File: src/rtl/vram_port_arbiter_if.sv
// Bundle of video-fetch, Avalon-MM slave and video-RAM signals seen by the arbiter.
// slave = arbiter side, master = requesters plus RAM side.
interface vram_port_arbiter_if #(
  parameter int AW    = 13,
  parameter int DW    = 32,
  parameter int BURST = 40
);
  localparam int IW = (BURST > 1) ? $clog2(BURST) : 1;

  logic          vid_req;
  logic [AW-1:0] vid_addr;
  logic          vid_busy;
  logic          vid_rvalid;
  logic [DW-1:0] vid_rdata;
  logic [IW-1:0] vid_ridx;
  logic          vid_done;

  logic          avs_read;
  logic          avs_write;
  logic [AW-1:0] avs_address;
  logic [DW-1:0] avs_writedata;
  logic          avs_waitrequest;
  logic [DW-1:0] avs_readdata;
  logic          avs_readdatavalid;

  logic [AW-1:0] ram_addr;
  logic          ram_we;
  logic [DW-1:0] ram_wdata;
  logic [DW-1:0] ram_rdata;

  modport slave (
    input  vid_req, vid_addr,
    output vid_busy, vid_rvalid, vid_rdata, vid_ridx, vid_done,
    input  avs_read, avs_write, avs_address, avs_writedata,
    output avs_waitrequest, avs_readdata, avs_readdatavalid,
    output ram_addr, ram_we, ram_wdata,
    input  ram_rdata
  );

  modport master (
    output vid_req, vid_addr,
    input  vid_busy, vid_rvalid, vid_rdata, vid_ridx, vid_done,
    output avs_read, avs_write, avs_address, avs_writedata,
    input  avs_waitrequest, avs_readdata, avs_readdatavalid,
    input  ram_addr, ram_we, ram_wdata,
    output ram_rdata
  );
endinterface

File: src/rtl/vram_port_arbiter.sv
// Shares one single-port video RAM between the VGA line-fetch burst engine (priority)
// and the CPU Avalon-MM slave, which is owed one access slot after every burst.
module vram_port_arbiter #(
  parameter int AW    = 13,
  parameter int DW    = 32,
  parameter int BURST = 40
) (
  input  logic                 clk_clk,
  input  logic                 reset_reset,
  vram_port_arbiter_if.slave   bus
);
  localparam int IW = (BURST > 1) ? $clog2(BURST) : 1;

  typedef enum logic [1:0] {IDLE, VID, VID_TAIL, CPU} state_t;

  state_t        state, state_nxt;
  logic [IW-1:0] cnt, cnt_nxt;
  logic          cpu_owed, cpu_owed_nxt;
  logic          grant_vid;
  logic          cpu_req;
  logic [AW-1:0] vid_base;

  logic [AW-1:0] ram_addr_c;
  logic          ram_we_c;
  logic [DW-1:0] ram_wdata_c;
  logic          wait_c;

  logic          vld_p0;
  logic [IW-1:0] ridx_p0;
  logic          cpu_vld_p0;

  assign cpu_req = bus.avs_read | bus.avs_write;

  always_comb begin
    state_nxt    = IDLE;
    cnt_nxt      = cnt;
    cpu_owed_nxt = cpu_owed;
    grant_vid    = 1'b0;
    ram_addr_c   = '0;
    ram_we_c     = 1'b0;
    ram_wdata_c  = '0;
    wait_c       = 1'b1;
    case (state)
      IDLE: begin
        state_nxt = IDLE;
        // An owed CPU slot beats a pending video request; otherwise video first.
        if (cpu_owed && cpu_req) begin
          state_nxt    = CPU;
          cpu_owed_nxt = 1'b0;
        end else if (bus.vid_req) begin
          state_nxt = VID;
          grant_vid = 1'b1;
          cnt_nxt   = '0;
        end else if (cpu_req) begin
          state_nxt    = CPU;
          cpu_owed_nxt = 1'b0;
        end
      end
      VID: begin
        ram_addr_c = vid_base + AW'(cnt);
        if (cnt == IW'(BURST - 1)) begin
          state_nxt = VID_TAIL;
        end else begin
          state_nxt = VID;
          cnt_nxt   = cnt + 1'b1;
        end
      end
      VID_TAIL: begin
        state_nxt    = IDLE;
        cpu_owed_nxt = 1'b1;
      end
      CPU: begin
        state_nxt  = IDLE;
        wait_c     = 1'b0;
        ram_addr_c = bus.avs_address;
        // Read wins when both strobes are set, so the write is suppressed.
        if (bus.avs_write && !bus.avs_read) begin
          ram_we_c    = 1'b1;
          ram_wdata_c = bus.avs_writedata;
        end
      end
      default: state_nxt = IDLE;
    endcase
  end

  always_ff @(posedge clk_clk) begin
    if (reset_reset) begin
      state      <= IDLE;
      cnt        <= '0;
      cpu_owed   <= 1'b0;
      vld_p0     <= 1'b0;
      cpu_vld_p0 <= 1'b0;
    end else begin
      state      <= state_nxt;
      cnt        <= cnt_nxt;
      cpu_owed   <= cpu_owed_nxt;
      vld_p0     <= (state == VID);
      cpu_vld_p0 <= (state == CPU) && bus.avs_read;
    end
  end

  // p0: RAM read data returns one cycle after the address; index follows it.
  always_ff @(posedge clk_clk) begin
    if (grant_vid) vid_base <= bus.vid_addr;
    if (state == VID) ridx_p0 <= cnt;
  end

  assign bus.vid_busy          = (state == VID) || (state == VID_TAIL);
  assign bus.vid_rvalid        = vld_p0;
  assign bus.vid_rdata         = vld_p0 ? bus.ram_rdata : '0;
  assign bus.vid_ridx          = vld_p0 ? ridx_p0 : '0;
  assign bus.vid_done          = vld_p0 && (state == VID_TAIL);

  assign bus.avs_waitrequest   = wait_c;
  assign bus.avs_readdatavalid = cpu_vld_p0;
  assign bus.avs_readdata      = cpu_vld_p0 ? bus.ram_rdata : '0;

  assign bus.ram_addr          = ram_addr_c;
  assign bus.ram_we            = ram_we_c;
  assign bus.ram_wdata         = ram_wdata_c;
endmodule

File: src/flat_wrapper.sv
// flat-port wrapper written by rule: the top's interface ports become plain ports
module vram_port_arbiter_flat 
#(
  parameter int AW    = 13,
  parameter int DW    = 32,
  parameter int BURST = 40
)
  (clk_clk, reset_reset, bus_vid_req, bus_vid_addr, bus_vid_busy, bus_vid_rvalid, bus_vid_rdata, bus_vid_ridx, bus_vid_done, bus_avs_read, bus_avs_write, bus_avs_address, bus_avs_writedata, bus_avs_waitrequest, bus_avs_readdata, bus_avs_readdatavalid, bus_ram_addr, bus_ram_we, bus_ram_wdata, bus_ram_rdata);
  vram_port_arbiter_if #(.AW(AW), .DW(DW), .BURST(BURST)) bus_i ();
  input  logic clk_clk;
  input  logic reset_reset;
  input wire logic [$bits(bus_i.vid_req)-1:0] bus_vid_req;
  input wire logic [$bits(bus_i.vid_addr)-1:0] bus_vid_addr;
  output wire logic [$bits(bus_i.vid_busy)-1:0] bus_vid_busy;
  output wire logic [$bits(bus_i.vid_rvalid)-1:0] bus_vid_rvalid;
  output wire logic [$bits(bus_i.vid_rdata)-1:0] bus_vid_rdata;
  output wire logic [$bits(bus_i.vid_ridx)-1:0] bus_vid_ridx;
  output wire logic [$bits(bus_i.vid_done)-1:0] bus_vid_done;
  input wire logic [$bits(bus_i.avs_read)-1:0] bus_avs_read;
  input wire logic [$bits(bus_i.avs_write)-1:0] bus_avs_write;
  input wire logic [$bits(bus_i.avs_address)-1:0] bus_avs_address;
  input wire logic [$bits(bus_i.avs_writedata)-1:0] bus_avs_writedata;
  output wire logic [$bits(bus_i.avs_waitrequest)-1:0] bus_avs_waitrequest;
  output wire logic [$bits(bus_i.avs_readdata)-1:0] bus_avs_readdata;
  output wire logic [$bits(bus_i.avs_readdatavalid)-1:0] bus_avs_readdatavalid;
  output wire logic [$bits(bus_i.ram_addr)-1:0] bus_ram_addr;
  output wire logic [$bits(bus_i.ram_we)-1:0] bus_ram_we;
  output wire logic [$bits(bus_i.ram_wdata)-1:0] bus_ram_wdata;
  input wire logic [$bits(bus_i.ram_rdata)-1:0] bus_ram_rdata;
  assign bus_i.vid_req = bus_vid_req;
  assign bus_i.vid_addr = bus_vid_addr;
  assign bus_vid_busy = bus_i.vid_busy;
  assign bus_vid_rvalid = bus_i.vid_rvalid;
  assign bus_vid_rdata = bus_i.vid_rdata;
  assign bus_vid_ridx = bus_i.vid_ridx;
  assign bus_vid_done = bus_i.vid_done;
  assign bus_i.avs_read = bus_avs_read;
  assign bus_i.avs_write = bus_avs_write;
  assign bus_i.avs_address = bus_avs_address;
  assign bus_i.avs_writedata = bus_avs_writedata;
  assign bus_avs_waitrequest = bus_i.avs_waitrequest;
  assign bus_avs_readdata = bus_i.avs_readdata;
  assign bus_avs_readdatavalid = bus_i.avs_readdatavalid;
  assign bus_ram_addr = bus_i.ram_addr;
  assign bus_ram_we = bus_i.ram_we;
  assign bus_ram_wdata = bus_i.ram_wdata;
  assign bus_i.ram_rdata = bus_ram_rdata;
  vram_port_arbiter #(.AW(AW), .DW(DW), .BURST(BURST)) u_core (.clk_clk(clk_clk), .reset_reset(reset_reset), .bus(bus_i));
endmodule
File: config.mk
export PLATFORM = sky130hd
export DESIGN_NAME = vram_port_arbiter_flat
export DESIGN_NICKNAME = d
export VERILOG_FILES = /design/src/rtl/vram_port_arbiter_if.sv /design/src/rtl/vram_port_arbiter.sv /design/src/flat_wrapper.sv
export SDC_FILE = /design/constraint.sdc
export NUM_CORES = 1
export LEC_CHECK = 0
export CORE_AREA = 5 5 93 95
export CTS_BUF_LIST = sky130_fd_sc_hd__clkbuf_8
export CTS_CLUSTER_DIAMETER = 60
export DETAILED_ROUTE_END_ITERATION = 6
export DIE_AREA = 0 0 98 100
export GPL_ROUTABILITY_DRIVEN = 0
export GPL_TIMING_DRIVEN = 1
export PLACE_DENSITY = 0.81
export SETUP_SLACK_MARGIN = 0.15
export SYNTH_ARGS = -nofsm -noshare
export SYNTH_HDL_FRONTEND = slang
export SYNTH_SLANG_ARGS = --single-unit
File: constraint.sdc
create_clock -name clk_clk -period 2.9 [get_ports clk_clk]
set_input_delay 0.58 -clock clk_clk [delete_from_list [all_inputs] [get_ports clk_clk]]
set_output_delay 0.58 -clock clk_clk [all_outputs]
set_load 0.01 [all_outputs]
After elaboration in Yosys (flattened, before gate mapping) --
Index checks and enable logic that the tools add are counted. W data, S select, Z words.
Word-level totals: register bits after elaboration 30, latch bits 0, bits in writable memories 0, memory bits (read-only) 0, input port bits 95, output and inout bits 121, word-level logic and storage cells 56, memories 0
Cells by class: $add $sub $neg 2, $mul 0, div/mod/pow operators 0, order comparisons 0, eq/ne operators 9, shifts and indexed selects 0, muxes and demuxes 25, bitwise operators 1, reductions and logical operators 12
Operators by type and width (number):
- $mux W32 | 4
- $pmux W13 S2 | 1
- $mux W6 | 4
- $add A13 B6 Y13 | 1
- $pmux W6 S2 | 1
- $mux W1 | 9
- $mux W2 | 4
- $add A6 B1 Y6 const B | 1
- $eq A6 B6 Y1 const B | 1
- $ne A2 B2 Y1 const B | 3
- $pmux W2 S3 | 1
- $eq A2 B2 Y1 const B | 2
- $logic_and A1 B1 Y1 | 4
- $reduce_and A4 Y1 | 1
- $reduce_bool A2 Y1 | 2
- $ne A3 B1 Y1 const B | 1
- $ne A3 B2 Y1 const B | 1
- $reduce_and A3 Y1 | 1
- $eq A2 B1 Y1 const B | 1
- $logic_not A2 Y1 | 1
- $pmux W1 S2 | 1
- $reduce_or A2 Y1 | 1
- $logic_not A1 Y1 | 1
- $logic_or A1 B1 Y1 | 1
- $or A1 B1 Y1 | 1

Logic depth before layout (Yosys ltp) --
Gate-level depths: netlist of run 1.
word-level depth 5, gate-level depth with buffers 8, depth with buffers taken out 8

Least setup slack after synthesis of run 1 --
Ideal clock, no wire load.
kind flip-flop to output port, start register u_core.cnt[0], end output port bus_ram_addr[12], data arrival time 2.066 ns, data required time 2.320 ns, path slack 0.254 ns, stages on the path, launching flop included 9, buffers on the path 0, path through dfxtp_1 ha_1 inv_1 fa_1 nand2b_1 a21oi_4 nor3_2 or4_1 nand3_1
Between the ends: word-level cells in the longest chain between the ends 2
Ends and longest elaborated chain:
- start, declared | line vram_port_arbiter.sv:17 | logic [IW-1:0] cnt, cnt_nxt;
- start signal, assigned | line vram_port_arbiter.sv:95 | cnt <= cnt_nxt;
- $add A13 B6 Y13 | line vram_port_arbiter.sv:60 | ram_addr_c = vid_base + AW'(cnt);
- $pmux W13 S2 | line vram_port_arbiter.sv:43 | case (state)
- end, declared | line flat_wrapper.sv:26 | output wire logic [$bits(bus_i.ram_addr)-1:0] bus_ram_addr;
Every way passes these cells.

Worst setup path in the final report of run 1 --
start register u_core.vid_base[0], end output port bus_ram_addr[6]
Between the ends: word-level cells in the longest chain between the ends 2
Ends and longest elaborated chain:
- start, declared | line vram_port_arbiter.sv:21 | logic [AW-1:0] vid_base;
- start signal, assigned | line vram_port_arbiter.sv:104 | if (grant_vid) vid_base <= bus.vid_addr;
- $add A13 B6 Y13 | line vram_port_arbiter.sv:60
- $pmux W13 S2 | line vram_port_arbiter.sv:43
Every way passes these cells.

==> results of run 1 <==
final timing paths:
kind                                                     to                         start  slack (ns)
worst min-delay path            u_core.ridx_p0[5]$_DFFE_PP_    u_core.cnt[5]$_SDFFE_PP0P_        0.53
worst min register to register  u_core.ridx_p0[5]$_DFFE_PP_    u_core.cnt[5]$_SDFFE_PP0P_        0.53
worst max register to register   u_core.cnt[0]$_SDFFE_PP0P_    u_core.state[1]$_SDFF_PP0_        0.82
worst max-delay path                        bus_ram_addr[6]  u_core.vid_base[0]$_DFFE_PP_        0.03
power by group:
part | internal [mW] | switching [mW] | total (mW)
Sequential | 0.486 | 0.0170 | 0.503
Clock | 0.190 | 0.157 | 0.347
Combinational | 0.260 | 0.174 | 0.434
Total | 0.937 | 0.347 | 1.28
per-stage QoR:
stage          worst slack (ns)  std cells
6_report                 0.0337        618
5_1_grt                 -0.0560        618
4_1_cts                  0.0173        615
3_5_place_dp             -0.196        606
3_3_place_gp             -0.117        606
2_1_floorplan             0.254        286
timing repair:
| action | CTS | global route |
|---|---|---|
| endpoints found under the setup margin | 12 | 19 |
| resized for setup | 43 | 17 |
| hold buffers | 0 | 0 |
| buffers inserted | 1 | 3 |
| endpoints found under the hold margin | 0 | 0 |
| pin swaps | 8 | 4 |
layout make-up:
type                            count  area (um2)  share of cell area [%]
Timing Repair Buffer              239        2330                    47.1
Multi-Input combinational cell    229        1560                    31.5
Sequential cell                    30         792                    16.0
Clock buffer                        6        82.6                    1.67
Tap cell                          102         128                    2.58
Inverter                           10        41.3                   0.835
Clock inverter                      2        12.5                   0.253
cell usage in the layout (no fill, tap or decap), types with 2 or more instances in the layout:
cell type / Yosys / routed
inv_1: 10 / 8
a211o_1: 2 / 2
nand3_1: 5 / 5
buf_2: 3 / 7
nor3_1: 5 / 4
clkdlybuf4s50_1: 0 / 195
dfxtp_1: 11 / 10
o21ai_0: 4 / 4
dlygate4sd2_1: 0 / 2
o31ai_1: 4 / 4
a21oi_1: 7 / 7
a32o_1: 2 / 2
ha_1: 11 / 8
nand2b_1: 3 / 2
a21o_1: 2 / 2
ha_2: 0 / 2
xnor2_1: 4 / 4
o211a_1: 2 / 2
mux2i_1: 2 / 2
clkbuf_8: 0 / 6
o21ai_1: 11 / 11
nand2_1: 15 / 15
a22o_1: 2 / 2
edfxtp_1: 19 / 19
clkinvlp_4: 0 / 2
nor2_1: 15 / 13
nand4b_1: 2 / 2
xor2_1: 5 / 5
or3_1: 2 / 2
dlymetal6s2s_1: 0 / 9
buf_4: 0 / 22
nor2_2: 1 / 3
o211ai_1: 4 / 4
and2_1: 104 / 104
sequential cells by signal, indices dropped and copies added, names as in the netlist:
name and cells:
u_core.state 2, u_core.cnt 6, u_core.ridx_p0 6, u_core.bus.avs_readdatavalid 1, u_core.cpu_owed 1, u_core.bus.vid_rvalid 1
u_core.vid_base 13
cells by family (layout without fill, tap and decap cells):
group / count (synthesis) / in the layout / synth area share [%]
xor gates and xnor gates: 9 / 9 / 3.29
muxes: 2 / 2 / 0.836
and+or+nand+nor: 158 / 158 / 38.1
DFF: 30 / 30 / 33.0
adders and majority gates: 12 / 12 / 6.59
AOI/OAI and AO/OA: 48 / 48 / 13.7
buffers and inverters: 27 / 257 / 4.39
Yosys cell counts, types with 4 or more instances:
| library cell | n | share of area, % |
|---|---|---|
| clkbuf_1 | 13 | 2.0 |
| nor3_1 | 5 | 1.0 |
| o21ai_0 | 4 | 0.84 |
| nor2_1 | 15 | 2.4 |
| and2_1 | 104 | 27 |
| inv_1 | 10 | 1.6 |
| xor2_1 | 5 | 1.8 |
| a21oi_1 | 7 | 1.5 |
| o31ai_1 | 4 | 1.3 |
| dfxtp_1 | 11 | 9.2 |
| edfxtp_1 | 19 | 24 |
| o21ai_1 | 11 | 2.3 |
| o211ai_1 | 4 | 1.3 |
| nand3_1 | 5 | 1.0 |
| nand2_1 | 15 | 2.4 |
| ha_1 | 11 | 5.8 |
| xnor2_1 | 4 | 1.5 |
metal layers:
metal / up-vias / share of wire [%] / routed length, um
li1: 1418 / - / -
met1: 1271 / 38 / 3550
met2: 137 / 53 / 4980
met3: 16 / 6.9 / 644
met4: 0 / 2.2 / 202
met5: - / 0 / 0
==> results.sh, run 1 <==
export IMPL_p_leak_nw=2.10
export IMPL_routed_wl_um=9370
export IMPL_nNetsFinal=622
export IMPL_use_met1_pct=19.3
export IMPL_finalClockSkew_ns=0.0107
export IMPL_synth_net_count=393
export IMPL_yosys_warnings=0
export IMPL_globalRoute_busiestLayer="met2"
export IMPL_final_util_pct=64.6
export IMPL_worst_ep_required_time_ns=2.32
export IMPL_grt_pass1_vias=2870
export IMPL_status="complete, no violations"
export IMPL_grt_pass1_wl_um=14100
export IMPL_worstMarginPinSlew_ns=0.590
export IMPL_syn_cell_area_um2=2390
export IMPL_yosysSeqAreaShare_pct=33.0
export IMPL_drive_above_1_share_pct=11.0
export IMPL_synthArstFlopShare_pct=0
export IMPL_critPathTopFamily="compound AO/OA/AOI/OAI gates"
export IMPL_initial_core_util_pct=31.3
export IMPL_arrival_ns=2.29
export IMPL_grt_usage_pct=17.6
export IMPL_startpoint_type="register"
export IMPL_crit_fanout=4
export IMPL_place_hpwl_um=7870
export IMPL_synth_avg_cell_area_um2=8.37
export IMPL_io_buffers=215
export IMPL_h_tree_depth=2
export IMPL_hold_slack_ns=0.529
export IMPL_antenna_found_initial=0
export IMPL_cpPeakStageDelay_ns=0.37
export IMPL_antenna_cells=0
export IMPL_wl_per_cell_um=15.2
export IMPL_drv_cap=0
export IMPL_synth_edf_count=19
export IMPL_clock_fmax_ghz=0.349
export IMPL_final_max_slew_viol_count=0
export IMPL_p_per_area_nw_per_um2=260
export IMPL_first_iter_violations=101
export IMPL_cp_depth=10
export IMPL_max_vdd_ir_drop_v=0.000275
export IMPL_synth_distinct_cells=43
export IMPL_grt_overflow=0
export IMPL_first_pass_iters=4
export IMPL_cts_tree="done"
export IMPL_num_vias=2842
export IMPL_hold_class="register to register"
export IMPL_clkLatencyLatePin_ns=0.28
export IMPL_crit_slowest_cell="edfxtp_1"
export IMPL_end_kind="output port"
export IMPL_whs_path_depth=0
export IMPL_slew_headroom_pct=60.4
export IMPL_drc=0
export IMPL_reg2regPathDepth=8
export IMPL_fin_crit_sh_pct=98.8
export IMPL_crit_chain="ha_2 -> inv_2 -> fa_2 -> nand2b_4 -> a21oi_4 -> buf_4 -> o21a_1 -> or3_1 -> a32o_1 -> buf_2"
export IMPL_crit_type="register to output port"
export IMPL_syn_inst=286
export IMPL_clockRootBuffer="clkbuf_8"
export IMPL_design_area_um2=4940
export IMPL_numCtsBuffers=5
export IMPL_use_met3_pct=3.75
export IMPL_setup_violations=0
export IMPL_crit_buf_inv=3
export IMPL_cts_sinks=30
export IMPL_clkTransAtPathRegs_ns=0.07
export IMPL_synth_ff_type="edfxtp_1"
export IMPL_fin_setup_tns_ns=0
export IMPL_power_total_mw=1.28
export IMPL_grt_max_degree=34
export IMPL_fill_cells=630
export IMPL_ctsLongestPathBuffers=2
export IMPL_ios=216
export IMPL_area_growth_pct=106
export IMPL_rsz0062_at_grt="true"
export IMPL_drtAntennaViolNets=0
export IMPL_fp_row_count=32
export IMPL_hold_viol=0
export IMPL_fp_dieH_um=100
export IMPL_grt_util_met2_pct=33.4
export IMPL_finalCriticalPeriod_ns=2.87
export IMPL_dpl_cell_area_um2=4770
export IMPL_dieWidth_um=98
export IMPL_core_area_um2=7650
export IMPL_vias_per_cell=4.60
export IMPL_ys_seq_elements=30
export IMPL_die_area_um2=9800
(Power assumes the default switching activity.)
==> run 2, diff against run 1 <==
- SKIP_CTS_REPAIR_TIMING: default -> 1
==> results.sh, run 2 (synthesis results as in run 1) <==
export IMPL_core_area_um2=7650
export IMPL_arrival_ns=2.28
export IMPL_crit_chain="ha_2 -> inv_2 -> fa_2 -> nand2b_4 -> a21oi_4 -> buf_6 -> o21a_1 -> or3_1 -> a32o_1 -> buf_2"
export IMPL_finalClockSkew_ns=0.0113
export IMPL_ctsLongestPathBuffers=2
export IMPL_setup_violations=0
export IMPL_ios=216
export IMPL_wl_met3_um=625
export IMPL_drive_above_1_share_pct=10.7
export IMPL_cts_sinks=30
export IMPL_h_tree_depth=2
export IMPL_end_kind="output port"
export IMPL_clockRootBuffer="clkbuf_8"
export IMPL_clock_fmax_ghz=0.350
export IMPL_reg2regPathDepth=8
export IMPL_status="complete, no violations"
export IMPL_whs_path_depth=0
export IMPL_dieWidth_um=98
export IMPL_wl_met1_um=3560
export IMPL_largest_registers="u_core.vid_base: 13 flops, u_core.cnt: 6 flops, u_core.ridx_p0: 6 flops"
export IMPL_place_hpwl_um=7870
export IMPL_crit_slowest_cell="edfxtp_1"
export IMPL_grt_pass1_vias=2862
export IMPL_num_vias=2844
export IMPL_p_leak_nw=2.16
export IMPL_grt_max_degree=34
export IMPL_slew_headroom_pct=59.6
export IMPL_wl_met2_um=5000
export IMPL_rr_endpoint="u_core.cnt[3]$_SDFFE_PP0P_"
export IMPL_wl_per_cell_um=15.2
export IMPL_startpoint_type="register"
export IMPL_largest_reg_flops=13
export IMPL_grt_overflow=0
export IMPL_antenna_cells=0
export IMPL_fin_cells=618
export IMPL_cts_tree="done"
export IMPL_final_util_pct=64.8
export IMPL_fp_row_count=32
export IMPL_io_buffers=215
export IMPL_first_iter_violations=132
export IMPL_clkTransAtPathRegs_ns=0.07
export IMPL_grt_usage_pct=17.5
export IMPL_die_area_um2=9800
export IMPL_min_to="u_core.ridx_p0[5]$_DFFE_PP_"
export IMPL_drtAntennaViolNets=0
export IMPL_fin_crit_sh_pct=98.5
export IMPL_fp_dieH_um=100
export IMPL_hold_class="register to register"
export IMPL_clkLatencyLatePin_ns=0.28
export IMPL_place_inst=606
export IMPL_area_growth_pct=107
export IMPL_hold_slack_ns=0.528
export IMPL_top_layer_used="met4"
export IMPL_crit_type="register to output port"
export IMPL_nNetsFinal=622
export IMPL_numCtsBuffers=5
export IMPL_cpPeakStageDelay_ns=0.37
export IMPL_drv_cap=0
export IMPL_first_pass_iters=4
export IMPL_rsz0062_at_grt="true"
export IMPL_fill_cells=630
export IMPL_r2r_start="u_core.state[1]$_SDFF_PP0_"
export IMPL_routed_wl_um=9400
export IMPL_final_cell_mix="195 x clkdlybuf4s50_1, 104 x and2_1, 22 x buf_4"
export IMPL_final_common_cell="clkdlybuf4s50_1"
export IMPL_worst_ep_required_time_ns=2.32
export IMPL_drc=0
export IMPL_grt_pass1_wl_um=14000
export IMPL_vias_per_cell=4.60
export IMPL_worstMarginPinSlew_ns=0.601
export IMPL_initial_core_util_pct=31.3
export IMPL_crit_fanout=4
export IMPL_p_per_area_nw_per_um2=259
export IMPL_max_vdd_ir_drop_v=0.000276
export IMPL_finalCriticalPeriod_ns=2.86
export IMPL_antenna_found_initial=0
export IMPL_hp_start="u_core.cnt[5]$_SDFFE_PP0P_"
export IMPL_top_register="u_core.vid_base"
export IMPL_final_max_slew_viol_count=0
export IMPL_hold_viol=0
export IMPL_r2r_slack_ns=0.79
## run 2: changes by cell type in the layout (fill, tap and decap cells not counted), sizes merged
cell and delta:
dlymetal6s2s +5, buf -2, dlygate4sd2 -2, clkdlybuf4s15 -1
## run 2: power breakdown
part | switching [mW] | leakage, nW | internal (mW) | total, mW
sequential | 0.0171 | 0.271 | 0.486 | 0.503
clock | 0.156 | 0.0472 | 0.190 | 0.347
combinational | 0.172 | 1.84 | 0.263 | 0.435
## run 2: area by class of cell
type / count / area [um2] / share of cell area [%]
Clock inverter: 2 / 12.5 / 0.253
Multi-Input combinational cell: 229 / 1540 / 31.2
Sequential cell: 30 / 792 / 16.0
Timing Repair Buffer: 239 / 2350 / 47.5
Clock buffer: 6 / 82.6 / 1.67
Inverter: 10 / 41.3 / 0.834
Tap cell: 102 / 128 / 2.58
## run 2: routing by layer
layer	global-route usage, %	up-vias
li1	-	1416
met1	19.3	1280
met2	33.1	132
met3	3.61	16
met4	6.18	0
met5	0	-
## run 2: through the flow
| stage | setup TNS, ns | area (um2) | power (mW) | setup WS (ns) |
|---|---|---|---|---|
| finish | 0 | 4950 | 1.28 | 0.0439 |
| global route | -0.0936 | 4950 | 1.36 | -0.0470 |
| CTS | -2.87 | 4860 | 1.29 | -0.512 |
| detailed placement | -0.380 | 4770 | 0.944 | -0.196 |
| global placement | -0.153 | 4770 | 0.934 | -0.117 |
| floorplan | 0 | 2390 | 0.661 | 0.254 |
## run 2: how the worst max path moves through the flow
stage,startpoint,to,slack [ns],depth (start not counted)
2_1_floorplan,u_core.cnt[0]$_SDFFE_PP0P_,bus_ram_addr[12],0.25,8
3_3_place_gp,u_core.cnt[0]$_SDFFE_PP0P_,bus_ram_addr[12],-0.12,9
3_5_place_dp,u_core.vid_base[0]$_DFFE_PP_,bus_ram_addr[12],-0.20,9
4_1_cts,u_core.vid_base[0]$_DFFE_PP_,bus_ram_addr[12],-0.51,9
5_1_grt,u_core.vid_base[0]$_DFFE_PP_,bus_ram_addr[6],-0.05,10
6_report,u_core.vid_base[0]$_DFFE_PP_,bus_ram_addr[6],0.04,10
## run 2: worst max-delay path: cells and delay by family (launching register included)
family	cells	cell delay (ns)
compound gates	3	0.46
flops	1	0.37
fa+ha+maj	2	0.39
buf+inv	3	0.31
simple gates	2	0.44
==> edit, RTL diff (settings of run 2) <==
`BURST` is set to 40 in 3 places; all go to 20.
--- a/src/rtl/vram_port_arbiter_if.sv
+++ b/src/rtl/vram_port_arbiter_if.sv
@@ -3,7 +3,7 @@
 interface vram_port_arbiter_if #(
   parameter int AW    = 13,
   parameter int DW    = 32,
-  parameter int BURST = 40
+  parameter int BURST = 20
 );
   localparam int IW = (BURST > 1) ? $clog2(BURST) : 1;
 
--- a/src/rtl/vram_port_arbiter.sv
+++ b/src/rtl/vram_port_arbiter.sv
@@ -3,7 +3,7 @@
 module vram_port_arbiter #(
   parameter int AW    = 13,
   parameter int DW    = 32,
-  parameter int BURST = 40
+  parameter int BURST = 20
 ) (
   input  logic                 clk_clk,
   input  logic                 reset_reset,
--- a/src/flat_wrapper.sv
+++ b/src/flat_wrapper.sv
@@ -3,7 +3,7 @@
 #(
   parameter int AW    = 13,
   parameter int DW    = 32,
-  parameter int BURST = 40
+  parameter int BURST = 20
 )
   (clk_clk, reset_reset, bus_vid_req, bus_vid_addr, bus_vid_busy, bus_vid_rvalid, bus_vid_rdata, bus_vid_ridx, bus_vid_done, bus_avs_read, bus_avs_write, bus_avs_address, bus_avs_writedata, bus_avs_waitrequest, bus_avs_readdata, bus_avs_readdatavalid, bus_ram_addr, bus_ram_we, bus_ram_wdata, bus_ram_rdata);
   vram_port_arbiter_if #(.AW(AW), .DW(DW), .BURST(BURST)) bus_i ();
Ports: changed (resized bus_vid_ridx); port bits go from 216 to 215. No check against the original RTL was run, so the function may have changed too.
==> edit against run 2 <==
The run now ends with negative setup slack left; sequential power shrank 5.6%; sequential cell count down 2; design area decreased by 1.4%; core utilization decreased by 0.92 points; routed wire length grew 1.5%; power shrank 3.3%; setup slack lost 0.097 ns; area after synthesis is 1.8% lower; synthesized cell count is 0.35% higher.
==> edit: results <==
[sta]
relSlewSlack_pct = 75.1
fin_ws_ns = -0.0536
setup_tns_ns = -0.0536
fin_skew_ns = 0.00709
hold_slack_ns = 0.508
setup_viol = 1

[hold_path]
min_to = u_core.ridx_p0[4]$_DFFE_PP_
hp-start = u_core.cnt[4]$_SDFFE_PP0P_

[grt]
met3_usage_pct = 4.52
track_usage_pct = 17.5
grtUsageMet2_pct = 34.1
first_global_vias = 2799
gr-usage-met1_pct = 19.1

[final_layout]
seq_cells = 28
layout-drive-gt1-share_pct = 9.41
seq_area_share_pct = 15.2
inverters = 13
multi_input_area_share_pct = 32.2
top_regs = u_core.vid_base: 13 flops, u_core.cnt: 5 flops, u_core.ridx_p0: 5 flops
fill_cells = 624

[setup_path]
worst-r2r-setup-slack_ns = 0.88
reg2reg_to = u_core.cnt[2]$_SDFFE_PP0P_
slowest_delay_ns = 0.43
arrival_ns = 2.37
cp_top_family = simple AND/OR/NAND/NOR gates

[logic_synthesis]
synth_common_cells = and2_1 (103), edfxtp_1 (18), clkbuf_1 (16)
synth_area_leaders = and2_1 (27%), edfxtp_1 (23%), dfxtp_1 (8.5%)

[detailed_routing]
wl_met3_um = 905
met2_length_um = 5030
wl_per_cell_um = 15.6
vias = 2917
drt_wl_total_um = 9550

[clocking]
clk_pin_slew_worst_paths_ns = 0.10
h-tree-depth = 1

[run_status]
run_status = finished with violations
violations = negative setup slack

[placed_design]
dp.cells = 601
dpl.hpwl_um = 8040

[pwr]
vdd_drop_max_v = 0.000196
cellLeakagePower_nw = 2.01
## edit: logic make-up after synthesis
logic type | after synthesis | share of synthesized area [%]
XOR/XNOR | 4 | 1.49
buffers and inverters | 30 | 4.79
AO/OA/AOI/OAI | 44 | 13.1
multiplexers | 3 | 1.28
adder cells (fa/ha/maj) | 11 | 6.17
AND/OR/NAND/NOR | 167 | 41.7
flip-flops | 28 | 31.5
## edit: power breakdown
part	leakage, nW	switching [mW]	total (mW)	internal (mW)
clock	0.0357	0.123	0.308	0.185
sequential	0.254	0.0205	0.475	0.455
combinational	1.72	0.185	0.459	0.274
total	2.01	0.328	1.24	0.914
## edit: per-stage QoR
stage,area [um2],total power [mW]
6_report,4880,1.24
2_1_floorplan,2350,0.650
3_5_place_dp,4680,0.947
3_3_place_gp,4680,0.937
4_1_cts,4750,1.25
5_1_grt,4880,1.30
